==> src/rtl/uart_fifo_wr_arb.sv <==
// Two-requester round-robin write arbiter in front of a sync FIFO, with bursts capped at MAX_BURST beats.
// Optional per-requester saturating beat counters (stat0/stat1) are enabled with `define UART_FIFO_WR_ARB_STAT_EN.
module uart_fifo_wr_arb #(
  parameter int unsigned DATA_BIT  = 8,
  parameter int unsigned MAX_BURST = 4
) (
  input  logic                clk,
  input  logic                reset,
  input  logic [DATA_BIT-1:0] req0_data,
  input  logic                req0_valid,
  input  logic                req0_last,
  output logic                req0_ready,
  input  logic [DATA_BIT-1:0] req1_data,
  input  logic                req1_valid,
  input  logic                req1_last,
  output logic                req1_ready,
  output logic [DATA_BIT-1:0] f_data,
  output logic                f_valid,
  input  logic                f_ready,
  output logic [1:0]          grant,
  output logic                busy
`ifdef UART_FIFO_WR_ARB_STAT_EN
  ,
  output logic [15:0]         stat0,
  output logic [15:0]         stat1
`endif
);

  // State encodings double as the one-hot grant vector.
  typedef enum logic [1:0] {
    IDLE   = 2'b00,
    GRANT0 = 2'b01,
    GRANT1 = 2'b10
  } state_e;

  localparam logic [3:0] MAX_BURST_C = 4'(MAX_BURST);

  state_e     state_q, state_d;
  logic       prio_q, prio_d;
  logic [3:0] cnt_q, cnt_d;

  logic       xfer0, xfer1;
  logic       sel1, cur_valid, cur_last, oth_valid, xfer, rel;
  logic [3:0] cnt_inc;

  assign xfer0 = (state_q == GRANT0) && req0_valid && f_ready;
  assign xfer1 = (state_q == GRANT1) && req1_valid && f_ready;

  assign grant = state_q;
  assign busy  = |state_q;

  always_comb begin
    f_data     = '0;
    f_valid    = 1'b0;
    req0_ready = 1'b0;
    req1_ready = 1'b0;
    case (state_q)
      GRANT0: begin
        f_data     = req0_data;
        f_valid    = req0_valid;
        req0_ready = f_ready;
      end
      GRANT1: begin
        f_data     = req1_data;
        f_valid    = req1_valid;
        req1_ready = f_ready;
      end
      default: ;
    endcase
  end

  always_comb begin
    state_d   = state_q;
    prio_d    = prio_q;
    cnt_d     = cnt_q;
    sel1      = (state_q == GRANT1);
    cur_valid = sel1 ? req1_valid : req0_valid;
    cur_last  = sel1 ? req1_last  : req0_last;
    oth_valid = sel1 ? req0_valid : req1_valid;
    xfer      = xfer0 | xfer1;
    cnt_inc   = cnt_q + 4'd1;
    rel       = 1'b0;
    case (state_q)
      IDLE: begin
        cnt_d = '0;
        if (req0_valid && req1_valid) state_d = prio_q ? GRANT1 : GRANT0;
        else if (req0_valid)          state_d = GRANT0;
        else if (req1_valid)          state_d = GRANT1;
      end
      GRANT0, GRANT1: begin
        if (xfer) cnt_d = cnt_inc;
        rel = (xfer && (cur_last || cnt_inc == MAX_BURST_C)) || !cur_valid;
        if (rel) begin
          cnt_d  = '0;
          prio_d = !sel1;
          // cur_valid high here means the release came from a transfer, not a valid drop.
          if (oth_valid)      state_d = sel1 ? GRANT0 : GRANT1;
          else if (cur_valid) state_d = state_q;
          else                state_d = IDLE;
        end
      end
      default: begin
        state_d = IDLE;
        cnt_d   = '0;
      end
    endcase
  end

  always_ff @(posedge clk or posedge reset) begin
    if (reset) begin
      state_q <= IDLE;
      prio_q  <= 1'b0;
      cnt_q   <= '0;
    end else begin
      state_q <= state_d;
      prio_q  <= prio_d;
      cnt_q   <= cnt_d;
    end
  end

`ifdef UART_FIFO_WR_ARB_STAT_EN
  logic [15:0] stat0_q, stat0_d, stat1_q, stat1_d;

  always_comb begin
    stat0_d = stat0_q;
    stat1_d = stat1_q;
    if (xfer0 && stat0_q != '1) stat0_d = stat0_q + 16'd1;
    if (xfer1 && stat1_q != '1) stat1_d = stat1_q + 16'd1;
  end

  always_ff @(posedge clk or posedge reset) begin
    if (reset) begin
      stat0_q <= '0;
      stat1_q <= '0;
    end else begin
      stat0_q <= stat0_d;
      stat1_q <= stat1_d;
    end
  end

  assign stat0 = stat0_q;
  assign stat1 = stat1_q;
`endif

endmodule

==> config.mk <==
export PLATFORM = sky130hd
export DESIGN_NAME = uart_fifo_wr_arb
export DESIGN_NICKNAME = d
export VERILOG_FILES = /design/src/rtl/uart_fifo_wr_arb.sv
export SDC_FILE = /design/constraint.sdc
export NUM_CORES = 1
export LEC_CHECK = 0
export BUFFER_PORTS_ARGS = -buffer_cell sky130_fd_sc_hd__buf_2
export CAP_MARGIN = 15
export CORE_MARGIN = 10
export CORE_UTILIZATION = 35
export DETAILED_ROUTE_END_ITERATION = 6
export PLACE_DENSITY = 0.72
export SETUP_SLACK_MARGIN = 0.2
export SLEW_MARGIN = 15
export SYNTH_ARGS = -nofsm -noshare
export SYNTH_HDL_FRONTEND = slang
export SYNTH_SLANG_ARGS = --single-unit
export TNS_END_PERCENT = 30
==> constraint.sdc <==
create_clock -name clk -period 4.45 [get_ports clk]
set_input_delay 0.89 -clock clk [delete_from_list [all_inputs] [get_ports clk]]
set_output_delay 0.89 -clock clk [all_outputs]
set_load 0.01 [all_outputs]
==> impl_metrics.tcl <==
set metrics [dict create \
    via_count 765 \
    required_ns 3.56 \
    drt_pass1_iterations 4 \
    timing.max_slew.rel_slack 0.619 \
    initial_antenna_violation_count 0 \
    max_cap_violations 0 \
    num_rows 16 \
    unrepaired_setup_endpoints_after_global_routing "false" \
    asyncSetResetFlopFracSynth 1.00 \
    fin_worst_skew_ns 0.00117 \
    die_area_um2 4260 \
    cts_resized 0 \
    largest_net_degree_at_the_start_of_global_routing 18 \
    routedWlPerCell_um 13.1 \
    synth-edff-count 0 \
    first_global_vias 725 \
    crit_start "grant[0]$_DFFE_PP0P_" \
    path_cells "inv_1 -> ha_1 -> a22oi_1 -> nor2_1 -> buf_2" \
    final_layout_size_suffix_gt1_frac 0.352 \
    syn_inst 86 \
    fin_setup_tns_ns 0 \
    ir_drop_uv 188 \
    effective_utilization_at_floorplan 0.366 \
    cts_htree_levels 1 \
    synth_common_cells "sky130_fd_sc_hd__nor2_1 (12), sky130_fd_sc_hd__a22oi_1 (9), sky130_fd_sc_hd__dfrtp_1 (7)" \
    finalWeightedCongestion 0.868 \
    overflow 0 \
    fin_crit_sh 0.588 \
    share_of_the_synthesized_area_in_compound_gates_ao_oa_aoi_oai 0.244 \
    antenna_cells 0 \
    drt_drc_violations_left 0 \
    flow.area_growth_from_synthesis_pct 29.6 \
    drt_iter0_markers 55 \
    hold_path.class "reg2reg" \
    number_of_standard_cells_in_the_layout_taps_in_and_fillers_out 149 \
    timing.critical_path.max_delay_family "adder cells" \
    tritoncts.num_buffers 3 \
    cp_data_arrival_time_ns 1.73 \
    postSynthRegisterBits 7 \
    period_minus_slack_ns 2.62 \
    setup_crit_end_kind "output port" \
    clock_tree_from_tritoncts "built" \
    setup_violations 0 \
    tightest_slew_ns 0.572 \
    buffer_ports.inserted 36 \
    fp.coreArea_um2 1960 \
    ys_types 33 \
    ys_top_cells_by_area "sky130_fd_sc_hd__dfrtp_1 (24%), sky130_fd_sc_hd__ha_1 (10%), sky130_fd_sc_hd__a22oi_1 (9.4%), sky130_fd_sc_hd__nor2_1 (6.3%), sky130_fd_sc_hd__mux2i_1 (5.6%)" \
    achievable-frequency_ghz 0.382 \
    hpwl_mm 1.66 \
    min-delay-start "cnt_q[3]$_DFFE_PP0P_" \
    synth-simple-area-share 0.251 \
    cts_num_sinks 7 \
    die_x_um 65.3 \
    largest_family_of_logic_cells_by_synthesized_area "simple AND/OR/NAND/NOR gates" \
    slew_viol_final 0 \
    clk_path_buf_depth 2 \
    synthMostInstantiatedCell "sky130_fd_sc_hd__nor2_1" \
    yosys.area_share.xor_xnor 0 \
    cp.buffers_inverters 2 \
    floorplan.die.height_um 65.3 \
    antenna_violating_nets_post_route 0 \
    worst_setup_hold_path_clk_slew_ns 0.05 \
    p_leak_nw 0.496 \
    num_io_pins 37 \
    synthMuxAreaShare 0.0923 \
    cts_hold_buffers 0 \
    routed_wl_mm 1.95 \
    clock_tree.root_cell "sky130_fd_sc_hd__clkbuf_4" \
    synth_warnings 0 \
    globalRouteTotalUtil 0.0916 \
    buffers_inserted_by_post_cts_timing_repair 0 \
    nets 152 \
    criticalPathCategory "reg2out" \
    power-per-cell-area_nw_per_um2 515 \
    finalHoldViolations 0 \
    post-place-cells 145 \
    synth_largest_type_area_fraction 0.244 \
    critical_path.startpoint_type "flip-flop" \
    run_status "finished, final reports clean" \
    worstSkewPairLatency_ns 0.25 \
    synthesis.area_um2 718 \
    drt-vias-per-instance 5.13 \
    slowest_delay_ns 0.53 \
    synth_ff_type "sky130_fd_sc_hd__dfrtp_1" \
    yosys.area_share.adder 0.105 \
    synth.largest_area_cell "sky130_fd_sc_hd__dfrtp_1" \
    synth-seq-area-share 0.244 \
    grt_first_pass_wirelength_mm 3.31 \
    critical_path_peak_fanout 17 \
    slowest_stage "sky130_fd_sc_hd__ha_1" \
    crit-reg2reg-launch "grant[0]$_DFFE_PP0P_" \
    post_synth.cell_area_avg_um2 8.35 \
    num-fill-cells 209 \
    post_synthesis_net_count 115 \
]
-- registers in the layout (all words and copies together), names as in the netlist --
| register | count |
|---|---|
| cnt_q | 4 |
| grant | 2 |
| prio_q | 1 |
-- kinds of logic (layout without fill, tap and decap cells) --
| group | Yosys count | count (layout) |
|---|---|---|
| AOI/OAI and AO/OA | 24 | 24 |
| adders and majority gates | 6 | 6 |
| buffers and inverters | 9 | 45 |
| DFF | 7 | 7 |
| muxes | 6 | 6 |
| and+or+nand+nor | 34 | 34 |
-- worst reg2reg max path, delay by kind of cell, from the launching register on --
family / cells / cell delay (ns)
flip-flops: 1 / 0.40
AND/OR/NAND/NOR: 3 / 0.67
AO/OA/AOI/OAI: 1 / 0.14
multiplexers: 1 / 0.30
adder cells (fa/ha/maj): 1 / 0.53
buffers and inverters: 1 / 0.11
-- layer usage --
metal / routed length, um / track usage / part of all wire / vias up
li1: - / - / - / 382
met1: 844 / 0.109 / 0.43 / 342
met2: 795 / 0.137 / 0.41 / 39
met3: 295 / 0.0458 / 0.15 / 2
met4: 14 / 0.0374 / 0.0072 / 0
met5: 0 / 0 / 0 / -
-- power breakdown --
group          internal (W)  total (W)  switching, W
Clock             0.0000342  0.0000566     0.0000225
Combinational      0.000147   0.000337      0.000190
Sequential        0.0000750  0.0000859     0.0000109
-- final cells by class --
class                      instances  area [um^2]  share of cell area
inverter                           5         18.8              0.0202
tap                               27         33.8              0.0363
multi-input combinational         70          497               0.534
sequential                         7          175               0.188
timing repair buffer              36          180               0.194
clock buffer                       4         26.3              0.0282
-- worst paths after layout --
check | cells past startpoint | end | slack [ns]
setup reg to reg | 7 | grant[1]$_DFFE_PP0P_ | 2.18
max in group asynchronous | 2 | cnt_q[1]$_DFFE_PP0P_ | 3.69
setup / recovery | 5 | f_data[3] | 1.83
min in group asynchronous | 2 | cnt_q[2]$_DFFE_PP0P_ | 0.55
hold reg to reg | 1 | cnt_q[3]$_DFFE_PP0P_ | 0.49
hold / removal | 1 | cnt_q[3]$_DFFE_PP0P_ | 0.49
-- metrics by stage --
| step | setup slack, ns | area, um^2 | util | hold slack (ns) | power (W) |
|---|---|---|---|---|---|
| 6_report | 1.83 | 931 | 0.474 | 0.492 | 0.000479 |
| 5_1_grt | 1.59 | 931 | 0.474 | 0.522 | 0.000536 |
| 4_1_cts | 1.82 | 931 | 0.474 | 0.502 | 0.000487 |
| 3_5_place_dp | 2.10 | 905 | 0.461 | 0.495 | 0.000426 |
| 3_3_place_gp | 2.11 | 905 | 0.461 | 0.489 | 0.000417 |
| 2_1_floorplan | 2.21 | 718 | - | 0.463 | 0.000342 |
-- cell usage in the layout, fill, tap and decap left out, types with 2 or more instances in the layout --
| cell type | count |
|---|---|
| sky130_fd_sc_hd__dfrtp_1 | 7 |
| sky130_fd_sc_hd__ha_1 | 6 |
| sky130_fd_sc_hd__buf_2 | 36 |
| sky130_fd_sc_hd__nor2b_1 | 3 |
| sky130_fd_sc_hd__a21oi_1 | 4 |
| sky130_fd_sc_hd__o21ai_0 | 2 |
| sky130_fd_sc_hd__nand2b_1 | 4 |
| sky130_fd_sc_hd__clkbuf_4 | 3 |
| sky130_fd_sc_hd__inv_1 | 5 |
| sky130_fd_sc_hd__a22oi_1 | 9 |
| sky130_fd_sc_hd__nor2_1 | 12 |
| sky130_fd_sc_hd__mux2i_1 | 4 |
| sky130_fd_sc_hd__nand2_1 | 5 |
| sky130_fd_sc_hd__a22o_1 | 2 |
| sky130_fd_sc_hd__and2_1 | 3 |
Note: power is estimated with default switching activity, not from simulation.
